**config.mk**
```make
export PLATFORM = sky130hd
export DESIGN_NAME = rv32i_mem_arbiter
export DESIGN_NICKNAME = d
export VERILOG_FILES = /design/src/rtl/rv32i_mem_arbiter.sv
export SDC_FILE = /design/constraint.sdc
export NUM_CORES = 1
export LEC_CHECK = 0
export CAP_MARGIN = 20
export CORE_UTILIZATION = 37
export DETAILED_ROUTE_END_ITERATION = 7
export PLACE_DENSITY = 0.81
export SYNTH_ARGS = -nofsm -noshare
export SYNTH_HDL_FRONTEND = slang
export SYNTH_SLANG_ARGS = --single-unit
```
**constraint.sdc**
```tcl
create_clock -name clk -period 7.6 [get_ports clk]
set_input_delay 1.52 -clock clk [delete_from_list [all_inputs] [get_ports clk]]
set_output_delay 1.52 -clock clk [all_outputs]
set_load 0.05 [all_outputs]
```
**src/rtl/rv32i_mem_arbiter.sv**
```systemverilog
// Round-robin arbiter sharing one memory bus between instruction fetch and load/store.
// One transaction in flight at a time; a silent memory is cut off by a WAIT-state timeout.
module rv32i_mem_arbiter #(
   parameter int ADDR_W  = 32,
   parameter int DATA_W  = 32,
   parameter int TIMEOUT = 64
) (
   input  logic                clk,
   input  logic                rst,
   input  logic                if_req,
   input  logic [ADDR_W-1:0]   if_addr,
   output logic                if_gnt,
   output logic                if_rvalid,
   output logic [DATA_W-1:0]   if_rdata,
   input  logic                d_req,
   input  logic                d_we,
   input  logic [ADDR_W-1:0]   d_addr,
   input  logic [DATA_W-1:0]   d_wdata,
   input  logic [DATA_W/8-1:0] d_wstrb,
   output logic                d_gnt,
   output logic                d_rvalid,
   output logic [DATA_W-1:0]   d_rdata,
   output logic                m_req,
   output logic                m_we,
   output logic [ADDR_W-1:0]   m_addr,
   output logic [DATA_W-1:0]   m_wdata,
   output logic [DATA_W/8-1:0] m_wstrb,
   input  logic                m_ready,
   input  logic                m_rvalid,
   input  logic [DATA_W-1:0]   m_rdata,
   output logic                bus_err
);

   localparam int STRB_W = DATA_W / 8;
   localparam int CNT_W  = (TIMEOUT < 1) ? 1 : $clog2(TIMEOUT + 1);
   localparam logic [CNT_W-1:0] TO_VAL = CNT_W'(TIMEOUT);
   localparam logic OWN_FETCH = 1'b0;
   localparam logic OWN_DATA  = 1'b1;

   typedef enum logic [1:0] {S_IDLE, S_ISSUE, S_WAIT} state_t;

   state_t              state_q, state_d;
   logic                last_owner_q, last_owner_d;
   logic                owner_q, owner_d;
   logic [CNT_W-1:0]    cnt_q, cnt_d;
   logic                m_we_q, m_we_d;
   logic [ADDR_W-1:0]   m_addr_q, m_addr_d;
   logic [DATA_W-1:0]   m_wdata_q, m_wdata_d;
   logic [STRB_W-1:0]   m_wstrb_q, m_wstrb_d;
   logic                if_rvalid_q, if_rvalid_d;
   logic                d_rvalid_q, d_rvalid_d;
   logic [DATA_W-1:0]   if_rdata_q, if_rdata_d;
   logic [DATA_W-1:0]   d_rdata_q, d_rdata_d;
   logic                bus_err_q, bus_err_d;

   logic                grant_if, grant_d;
   logic                done, done_err;

   always_comb begin
      state_d      = state_q;
      last_owner_d = last_owner_q;
      owner_d      = owner_q;
      cnt_d        = cnt_q;
      m_we_d       = m_we_q;
      m_addr_d     = m_addr_q;
      m_wdata_d    = m_wdata_q;
      m_wstrb_d    = m_wstrb_q;
      if_rvalid_d  = 1'b0;
      d_rvalid_d   = 1'b0;
      if_rdata_d   = '0;
      d_rdata_d    = '0;
      bus_err_d    = 1'b0;
      grant_if     = 1'b0;
      grant_d      = 1'b0;
      done         = 1'b0;
      done_err     = 1'b0;

      case (state_q)
         S_IDLE: begin
            // On a tie the requester that did not own the bus last time wins.
            if (if_req && d_req) begin
               grant_d  = (last_owner_q == OWN_FETCH);
               grant_if = (last_owner_q == OWN_DATA);
            end else begin
               grant_if = if_req;
               grant_d  = d_req;
            end
            if (grant_if) begin
               m_we_d       = 1'b0;
               m_addr_d     = if_addr;
               m_wdata_d    = '0;
               m_wstrb_d    = '1;
               owner_d      = OWN_FETCH;
               last_owner_d = OWN_FETCH;
               state_d      = S_ISSUE;
            end else if (grant_d) begin
               m_we_d       = d_we;
               m_addr_d     = d_addr;
               m_wdata_d    = d_wdata;
               m_wstrb_d    = d_wstrb;
               owner_d      = OWN_DATA;
               last_owner_d = OWN_DATA;
               state_d      = S_ISSUE;
            end
         end
         S_ISSUE: begin
            if (m_ready) begin
               if (m_rvalid) begin
                  done = 1'b1;
               end else begin
                  state_d = S_WAIT;
                  cnt_d   = '0;
               end
            end
         end
         S_WAIT: begin
            cnt_d = cnt_q + 1'b1;
            // A response arriving on the last allowed cycle still beats the timeout.
            if (m_rvalid) begin
               done = 1'b1;
            end else if ((TIMEOUT != 0) && (cnt_q == TO_VAL)) begin
               done     = 1'b1;
               done_err = 1'b1;
            end
         end
         default: state_d = S_IDLE;
      endcase

      if (done) begin
         state_d   = S_IDLE;
         bus_err_d = done_err;
         if (owner_q == OWN_FETCH) begin
            if_rvalid_d = 1'b1;
            if_rdata_d  = done_err ? '0 : m_rdata;
         end else begin
            d_rvalid_d = 1'b1;
            d_rdata_d  = (done_err || m_we_q) ? '0 : m_rdata;
         end
      end
   end

   always_ff @(posedge clk or posedge rst) begin
      if (rst) begin
         state_q      <= S_IDLE;
         last_owner_q <= OWN_FETCH;
         owner_q      <= OWN_FETCH;
         cnt_q        <= '0;
         m_we_q       <= 1'b0;
         m_addr_q     <= '0;
         m_wdata_q    <= '0;
         m_wstrb_q    <= '0;
         if_rvalid_q  <= 1'b0;
         d_rvalid_q   <= 1'b0;
         if_rdata_q   <= '0;
         d_rdata_q    <= '0;
         bus_err_q    <= 1'b0;
      end else begin
         state_q      <= state_d;
         last_owner_q <= last_owner_d;
         owner_q      <= owner_d;
         cnt_q        <= cnt_d;
         m_we_q       <= m_we_d;
         m_addr_q     <= m_addr_d;
         m_wdata_q    <= m_wdata_d;
         m_wstrb_q    <= m_wstrb_d;
         if_rvalid_q  <= if_rvalid_d;
         d_rvalid_q   <= d_rvalid_d;
         if_rdata_q   <= if_rdata_d;
         d_rdata_q    <= d_rdata_d;
         bus_err_q    <= bus_err_d;
      end
   end

   // Grants are combinational, so they must be masked while reset is held.
   assign if_gnt    = grant_if & ~rst;
   assign d_gnt     = grant_d & ~rst;
   assign m_req     = (state_q == S_ISSUE);
   assign m_we      = m_we_q;
   assign m_addr    = m_addr_q;
   assign m_wdata   = m_wdata_q;
   assign m_wstrb   = m_wstrb_q;
   assign if_rvalid = if_rvalid_q;
   assign if_rdata  = if_rdata_q;
   assign d_rvalid  = d_rvalid_q;
   assign d_rdata   = d_rdata_q;
   assign bus_err   = bus_err_q;

endmodule

```
==> results.py, run 1 <==
metrics = {
    "power": {
        "p_leak_nw": 4.11,
        "power.share.sequential": 0.309,
        "pwr-share-clk": 0.221,
        "p_switching_mw": 1.52,
        "intPower_mw": 2.02,
        "power_density_nw_per_um2": 389,
        "combPwrFrac": 0.470,
        "switching_share": 0.429,
        "ir_drop_mv": 0.151,
    },
    "route": {
        "dr.pass1.iters": 7,
        "top_layer": "met4",
        "wl_met3_um": 1750,
        "ant_nets": 0,
        "m1WireLength_um": 5710,
        "drc": 46,
        "dr_wl_met2_um": 7630,
        "vias": 4378,
        "drt_iter0_drc": 246,
        "post_drt_wl_per_cell_um": 16.8,
        "viasPerCell": 4.80,
        "totalWireLength_um": 15300,
    },
    "cells_and_area": {
        "drive_above_1_share": 0.0618,
        "final_util": 0.621,
        "final_common_cell": "clkdlybuf4s50_1",
        "synthToLayoutAreaGrowth_pct": 63.1,
        "nFillCells": 1107,
        "layout_common_cells": "277 x clkdlybuf4s50_1, 146 x dfrtp_1, 67 x and2_1",
        "fin_nets": 861,
        "instances_no_fill": 913,
    },
    "worst_setup_path": {
        "critPathMaxStageDelay_ns": 0.81,
        "arrival_ns": 3.96,
        "critPathSlowestCell": "clkdlybuf4s50_1",
        "crit_fanout": 35,
        "crit_chain": "clkdlybuf4s50_1 > inv_1 > o21ai_4 > buf_4 > nand2_1 > nor2_1 > clkdlybuf4s50_1",
        "crit_required_ns": 6.08,
        "cp-end-kind": "output pin",
        "crit_top_cell": "clkdlybuf4s50_1",
        "path_buf_inv": 4,
        "criticalPathCategory": "in2out",
        "cp_top_family": "buffers and inverters",
        "cp-start-kind": "input port",
    },
    "grt": {
        "grt_pass1_vias": 4649,
        "grt_pass1_wl_um": 24400,
        "grt_max_degree": 98,
        "grt_usage": 0.204,
        "grt_overflow": 0,
        "antenna_found_initial": 1,
    },
    "floorplanning": {
        "initial_core_util": 0.381,
        "fp.dieH_um": 125,
        "die_width_um": 125,
        "die_area_um2": 15600,
        "rows": 44,
        "coreArea_um2": 14600,
        "io_pins": 278,
    },
    "yosys": {
        "synth_warnings": 0,
        "synth-simple-area-share": 0.123,
        "ys_ff_latch": 146,
        "synth_top_family_by_area": "simple AND/OR/NAND/NOR gates",
        "ys_seq_area_frac": 0.655,
        "synth_top_area_share": 0.655,
        "synth_top_area_cell": "dfrtp_1",
        "synth_area_leaders": "dfrtp_1 65%, and2_1 7.5%, mux2i_1 5.9%",
        "syn_avg_cell_area_um2": 12.7,
        "syn_inst": 438,
        "synth_mux_area_frac": 0.0612,
        "synth_adder_area_share": 0.0135,
        "synth-compound-area-share": 0.120,
        "synth_area_um2": 5580,
        "yosys.area_share.xor_xnor": 0,
        "yosysUniqueCellTypes": 36,
        "synth_nets": 583,
    },
    "sta": {
        "tightestPinTransition_ns": 0.868,
        "fmax_mhz": 182,
        "fin_tns_setup_ns": 0,
        "fin_crit_ns": 5.48,
        "period_share": 0.722,
        "finalSetupViolCount": 0,
        "holdWs_ns": 0.479,
        "finalHoldViolations": 0,
        "finalClockSkew_ns": 0.00866,
        "rsz0062_at_grt": "false",
        "relSlewSlack": 0.421,
        "maxSlewViolCount": 0,
    },
    "cts": {
        "insertion_delay_ns": 0.41,
        "cts_hold_buf": 0,
        "clk_pin_slew_worst_paths_ns": 0.05,
        "cts_resized": 0,
        "htree_levels": 4,
        "cts_root_buf": "clkbuf_16",
        "cts_made_buffers": 17,
        "clk_path_buf_depth": 2,
        "tritoncts": "done",
        "post-cts-setup-buffers": 0,
        "cts_sinks": 146,
    },
    "placed_design": {
        "post-dp-hpwl_um": 11000,
        "gp_congestion": 0.792,
        "port_buffers": 277,
        "dp.cells": 881,
    },
    "run": {
        "drv_cap": 0,
    },
    "outcome": {
        "violations": "design-rule violations",
        "outcome": "finished, violations left",
    },
    "worst_hold_path": {
        "hold_class": "reg2reg",
    },
}
## synth_stat cells (all sizes together)
library cell / count
nand2b: 2
and2: 67
nand3: 2
a21o: 1
a221oi: 1
nor3b: 1
or3: 1
a31oi: 1
nor4b: 1
a21oi: 3
nor2: 2
nand4b: 1
ha: 6
a2bb2oi: 1
dfrtp: 146
inv: 9
o31ai: 3
a22o: 33
mux2: 1
o211ai: 1
and3: 1
o22a: 4
o2bb2ai: 1
nor2b: 3
o21ai: 43
o41ai: 2
buf: 10
mux2i: 33
o21a: 2
nand2: 39
nor4: 1
nor3: 2
clkbuf: 14
## worst paths after layout
path	cells past startpoint	slack, ns	endpoint	start
min in group asynchronous	2	1.72	m_wstrb[0]	rst
setup / recovery	7	2.12	d_gnt	d_req
hold reg to reg	2	0.48	m_addr[28]	m_addr[28]
hold / removal	2	0.48	m_addr[28]	m_addr[28]
max in group asynchronous	3	4.74	if_rdata[28]	rst
setup reg to reg	7	5.37	d_rdata[30]	state_q[0]
## kinds of logic after synthesis
kind of cell	Yosys count
adder cells (fa/ha/maj)	6
multiplexers	34
AND/OR/NAND/NOR	123
flip-flops	146
AO/OA/AOI/OAI	96
buffers and inverters	33
## power by group through the flow
stage	Sequential [mW]	Combinational, mW	Clock [mW]
5_1_grt	1.12	1.75	0.835
2_1_floorplan	1.75	0.425	0
3_5_place_dp	1.11	1.67	0
6_report	1.09	1.66	0.783
4_1_cts	1.09	1.67	0.803
3_3_place_gp	1.09	1.63	0
## through the flow
stage	instance area [um^2]	total power, mW	worst slack (ns)
after floorplan	5580	2.17	2.16
after global placement	8540	2.73	2.18
after detailed placement	8540	2.77	2.08
after CTS	9100	3.57	2.08
after global routing	9100	3.71	1.94
final	9100	3.54	2.12
## tightest hold or removal path: stages (launching register included)
cell	delay, ns
dfrtp_1	0.33
nand2_1	0.05
o21ai_0	0.06
## cell type report
type	count	area [um^2]	share of cell area
multi-input cells	259	1800	0.197
diodes	1	2.50	0.000275
repair buffers	283	2820	0.310
inverters	9	38.8	0.00426
clock inverters	12	110	0.0121
well taps	184	230	0.0253
flip-flops and latches	146	3650	0.401
clock buffers	19	453	0.0498
## per-layer routing
| metal | vias up | track usage |
|---|---|---|
| met2 | 199 | 0.345 |
| met4 | 0 | 0.0918 |
| li1 | 2055 | - |
| met1 | 2107 | 0.212 |
| met5 | - | 0 |
| met3 | 17 | 0.102 |
## state kept, by name, summed over array words and instances (netlist names)
| name | count |
|---|---|
| bus_err | 1 |
| cnt_q | 7 |
| d_rdata | 32 |
| d_rvalid | 1 |
| if_rdata | 32 |
| if_rvalid | 1 |
| m_addr | 32 |
| m_wdata | 32 |
| m_we | 1 |
| m_wstrb | 4 |
| owner_q | 1 |
| state_q | 2 |
No activity file was read; power rests on OpenSTA's default activity.
==> inputs of run 2 (changes only) <==
==> constraint.sdc (replaced) <==
create_clock -name clk -period 5.1 [get_ports clk]
set_input_delay 1.02 -clock clk [delete_from_list [all_inputs] [get_ports clk]]
set_output_delay 1.02 -clock clk [all_outputs]
set_load 0.05 [all_outputs]
==> run 2 against run 1 <==
Against the previous run:
- the flow still finishes with violations (design-rule violations)
- register-to-register slack lost 2.6 ns
- critical path depth shrank 1
- final cell count grew 0.11%
- count of clock-buffer cells in the layout grew 1
- critical path type unchanged
- critical endpoint unchanged
- largest cell class unchanged
==> results.py, run 2 (synthesis gave the netlist of run 1 again) <==
metrics = {
    "cells_and_area": {
        "drive_above_1_share": 0.0604,
        "final_common_cell": "clkdlybuf4s50_1",
        "nFillCells": 1096,
        "final_util": 0.625,
        "fin_nets": 861,
        "synthToLayoutAreaGrowth_pct": 64.0,
        "regArea_um2": 3650,
        "layout_common_cells": "277 x clkdlybuf4s50_1, 146 x dfrtp_1, 67 x and2_1",
        "multi_input_area_um2": 1800,
    },
    "sta": {
        "fin_crit_ns": 4.29,
        "tightestPinTransition_ns": 0.741,
        "fin_tns_setup_ns": 0,
        "finalHoldViolations": 0,
        "finalClockSkew_ns": 0.00634,
        "rsz0062_at_grt": "false",
        "period_share": 0.842,
        "finalSetupViolCount": 0,
        "fmax_mhz": 233,
        "maxSlewViolCount": 0,
        "relSlewSlack": 0.504,
    },
    "grt": {
        "grt_overflow": 0,
        "grt_usage": 0.199,
        "grt_pass1_wl_um": 23800,
        "grt_pass1_vias": 4665,
        "antenna_found_initial": 1,
        "grt_max_degree": 79,
    },
    "cts": {
        "post-cts-setup-buffers": 0,
        "tritoncts": "done",
        "clk_path_buf_depth": 2,
        "cts_sinks": 146,
        "cts_made_buffers": 17,
        "clk_pin_slew_worst_paths_ns": 0.05,
        "cts_root_buf": "clkbuf_16",
        "cts_hold_buf": 0,
        "cts_resized": 0,
        "insertion_delay_ns": 0.41,
        "htree_levels": 4,
    },
    "power": {
        "switching_share": 0.421,
        "power_density_nw_per_um2": 585,
        "power.share.sequential": 0.304,
        "intPower_mw": 3.10,
        "ir_drop_mv": 0.249,
        "pwr-share-clk": 0.234,
        "combPwrFrac": 0.462,
        "p_switching_mw": 2.26,
        "p_leak_nw": 4.12,
    },
    "worst_setup_path": {
        "crit_fanout": 6,
        "arrival_ns": 3.27,
        "criticalPathCategory": "in2out",
        "cp-start-kind": "input port",
        "cp-end-kind": "output pin",
        "crit_required_ns": 4.08,
    },
    "placed_design": {
        "post-dp-hpwl_um": 11000,
        "port_buffers": 277,
        "gp_congestion": 0.778,
    },
    "floorplanning": {
        "die_width_um": 125,
        "io_pins": 278,
        "coreArea_um2": 14600,
        "fp.dieH_um": 125,
        "die_area_um2": 15600,
        "rows": 44,
        "initial_core_util": 0.381,
    },
    "route": {
        "viasPerCell": 4.83,
        "dr.pass1.iters": 7,
        "drc": 46,
        "drt_iter0_drc": 211,
        "ant_nets": 0,
        "totalWireLength_um": 15200,
        "vias": 4417,
        "post_drt_wl_per_cell_um": 16.6,
    },
    "worst_hold_path": {
        "hold_class": "reg2reg",
    },
    "run": {
        "drv_cap": 0,
    },
    "outcome": {
        "outcome": "finished, violations left",
        "violations": "design-rule violations",
    },
}
## run 2: cell type report
cell class	instances	area share
well taps	184	0.0252
inverters	9	0.00424
diodes	1	0.000273
multi-input cells	259	0.196
clock inverters	12	0.0170
clock buffers	20	0.0488
flip-flops and latches	146	0.399
repair buffers	283	0.309
## run 2: path summary, 6_finish.rpt
check / start / to / slack (ns) / cells after the start
max: if_req / d_gnt / 0.81 / 6
max reg2reg: state_q[0] / d_rdata[30] / 2.82 / 7
min: m_addr[1] / m_addr[1] / 0.48 / 2
max in group asynchronous: rst / d_rdata[20] / 3.09 / 3
min reg2reg: m_addr[1] / m_addr[1] / 0.48 / 2
min in group asynchronous: rst / d_rvalid / 1.15 / 2
## run 2: routing by layer
metal | GRT usage | vias to the layer above | wire length, um
li1 | - | 2072 | -
met1 | 0.208 | 2113 | 5620
met2 | 0.341 | 211 | 7490
met3 | 0.101 | 21 | 1830
met4 | 0.0775 | 0 | 240
met5 | 0 | - | 0
## run 2: power groups by stage
stage	sequential [mW]	clock, mW	combinational, mW
finish	1.63	1.25	2.48
global route	1.66	1.34	2.60
CTS	1.63	1.29	2.50
detailed placement	1.65	0	2.49
global placement	1.63	0	2.44
floorplan	2.61	0	0.633
## run 2: per-stage QoR
step	cells	hold slack, ns	instance area (um^2)	power (mW)	worst slack, ns
2_1_floorplan	438	0.447	5580	3.24	0.157
3_3_place_gp	881	0.465	8550	4.07	0.954
3_5_place_dp	881	0.472	8550	4.14	0.825
4_1_cts	913	0.484	9150	5.41	0.829
5_1_grt	914	0.510	9150	5.60	0.702
6_report	914	0.480	9150	5.36	0.807
## run 2: worst max-delay path, cell delays in order
cell	delay, ns
clkdlybuf4s50_1	0.62
nor2_1	0.11
nor2b_1	0.33
nand2_1	0.21
nor2_1	0.16
clkdlybuf4s50_1	0.84
==> inputs of run 3 (changes only) <==
--- a/config.mk
+++ b/config.mk
@@ -6,9 +6,9 @@
 export NUM_CORES = 1
 export LEC_CHECK = 0
 export CAP_MARGIN = 20
-export CORE_UTILIZATION = 37
+export CORE_UTILIZATION = 36
 export DETAILED_ROUTE_END_ITERATION = 7
-export PLACE_DENSITY = 0.81
+export PLACE_DENSITY = 0.82
 export SYNTH_ARGS = -nofsm -noshare
 export SYNTH_HDL_FRONTEND = slang
 export SYNTH_SLANG_ARGS = --single-unit
==> constraint.sdc (replaced) <==
create_clock -name clk -period 3.75 [get_ports clk]
set_input_delay 0.75 -clock clk [delete_from_list [all_inputs] [get_ports clk]]
set_output_delay 0.75 -clock clk [all_outputs]
set_load 0.05 [all_outputs]
==> run 3 against run 2 <==
Against the previous run:
- the run now ends clean
- final area up 0.11%
- via count about the same
- clock skew about the same
- first-iteration DRC count down 12%
- critical path depth up 1
==> results.py, run 3 (synthesis gave the netlist of run 1 again) <==
metrics = {
    "cts": {
        "clk_pin_slew_worst_paths_ns": 0.05,
        "post-cts-setup-buffers": 0,
        "cts_hold_buf": 0,
        "htree_levels": 4,
        "cts_resized": 0,
        "cts_made_buffers": 17,
        "cts_root_buf": "clkbuf_16",
        "clk_path_buf_depth": 2,
        "insertion_delay_ns": 0.40,
        "tritoncts": "done",
        "cts_sinks": 146,
    },
    "floorplanning": {
        "die_width_um": 127,
        "rows": 45,
        "die_area_um2": 16000,
        "coreArea_um2": 15100,
        "initial_core_util": 0.368,
        "fp.dieH_um": 127,
        "io_pins": 278,
    },
    "route": {
        "post_drt_wl_per_cell_um": 16.6,
        "totalWireLength_um": 15200,
        "ant_nets": 0,
        "drc": 0,
        "dr.pass1.iters": 4,
        "viasPerCell": 4.82,
        "vias": 4414,
        "drt_iter0_drc": 186,
    },
    "sta": {
        "finalHoldViolations": 0,
        "finalSetupViolCount": 0,
        "finalClockSkew_ns": 0.00596,
        "rsz0062_at_grt": "false",
        "relSlewSlack": 0.468,
        "period_share": 0.910,
        "maxSlewViolCount": 0,
        "tightestPinTransition_ns": 0.797,
        "fmax_mhz": 293,
        "fin_tns_setup_ns": 0,
        "fin_crit_ns": 3.41,
    },
    "worst_hold_path": {
        "whs_endpoint": "m_addr[14]",
        "min_path_cells": 2,
        "hold_class": "reg2reg",
        "hold_start": "m_addr[14]",
    },
    "cells_and_area": {
        "nFillCells": 1149,
        "layout_common_cells": "276 x clkdlybuf4s50_1, 146 x dfrtp_1, 67 x and2_1",
        "final_common_cell": "clkdlybuf4s50_1",
        "synthToLayoutAreaGrowth_pct": 64.2,
        "drive_above_1_share": 0.0618,
        "diodes": 0,
        "final_util": 0.605,
        "fin_nets": 861,
    },
    "worst_setup_path": {
        "r2r-start": "state_q[0]",
        "criticalPathCategory": "in2out",
        "rr_worst_depth": 7,
        "critPathSlowestCell": "clkdlybuf4s50_1",
        "critPathMaxStageDelay_ns": 0.58,
        "crit_fanout": 34,
        "startpoint": "d_req",
        "cp-end-kind": "output pin",
        "crit_chain": "clkdlybuf4s50_1 > inv_1 > o21ai_4 > buf_4 > nand2_1 > nor2_1 > buf_12",
        "cp-start-kind": "input port",
        "r2r_setup_slack_ns": 1.56,
        "arrival_ns": 2.66,
        "rr_endpoint": "d_rdata[12]",
        "crit_required_ns": 3.00,
    },
    "outcome": {
        "outcome": "finished, final reports clean",
    },
    "grt": {
        "antenna_found_initial": 0,
        "grt_pass1_vias": 4647,
        "grt_overflow": 0,
        "grt_max_degree": 147,
        "grt_pass1_wl_um": 23700,
        "grt_usage": 0.195,
    },
    "run": {
        "drv_cap": 0,
    },
    "power": {
        "power_density_nw_per_um2": 795,
        "p_leak_nw": 4.13,
        "ir_drop_mv": 0.371,
    },
    "placed_design": {
        "gp_congestion": 0.816,
        "post-dp-hpwl_um": 11100,
        "port_buffers": 277,
    },
}
-- run 3: cell type report --
class | count | area (um^2) | share of cell area
Clock buffer | 19 | 443 | 0.0483
Multi-Input combinational cell | 259 | 1800 | 0.196
Clock inverter | 12 | 158 | 0.0172
Sequential cell | 146 | 3650 | 0.399
Tap cell | 188 | 235 | 0.0257
Inverter | 9 | 37.5 | 0.00410
Timing Repair Buffer | 283 | 2840 | 0.310
-- run 3: per-stage QoR --
step	cell area, um^2	power (mW)	setup slack (ns)	hold slack (ns)	instances
floorplan	5580	4.41	0.698	0.447	438
global placement	8560	5.53	0.414	0.464	885
detailed placement	8560	5.63	0.305	0.474	885
CTS	9160	7.36	0.311	0.486	916
global route	9160	7.62	0.221	0.512	916
finish	9160	7.28	0.337	0.484	916
-- run 3: worst max-delay path: cells and delay by family --
| family | cells | cell delay [ns] |
|---|---|---|
| AOI/OAI and AO/OA | 1 | 0.14 |
| buffers and inverters | 4 | 1.31 |
| and+or+nand+nor | 2 | 0.45 |
-- run 3: layer usage --
layer / track usage / share of wire
met1: 0.212 / 0.39
met2: 0.333 / 0.49
met3: 0.0814 / 0.099
met4: 0.0829 / 0.023
met5: 0 / 0
-- run 3: worst max path at each step --
stage,to,cells past startpoint
after floorplan,if_gnt,4
after global placement,d_gnt,7
after detailed placement,d_gnt,7
after CTS,d_gnt,7
after global routing,d_gnt,7
final,d_gnt,7
-- run 3: where the power goes --
part / switching (mW) / internal [mW]
combinational: 2.20 / 1.17
sequential: 0.232 / 1.99
clock: 0.633 / 1.06
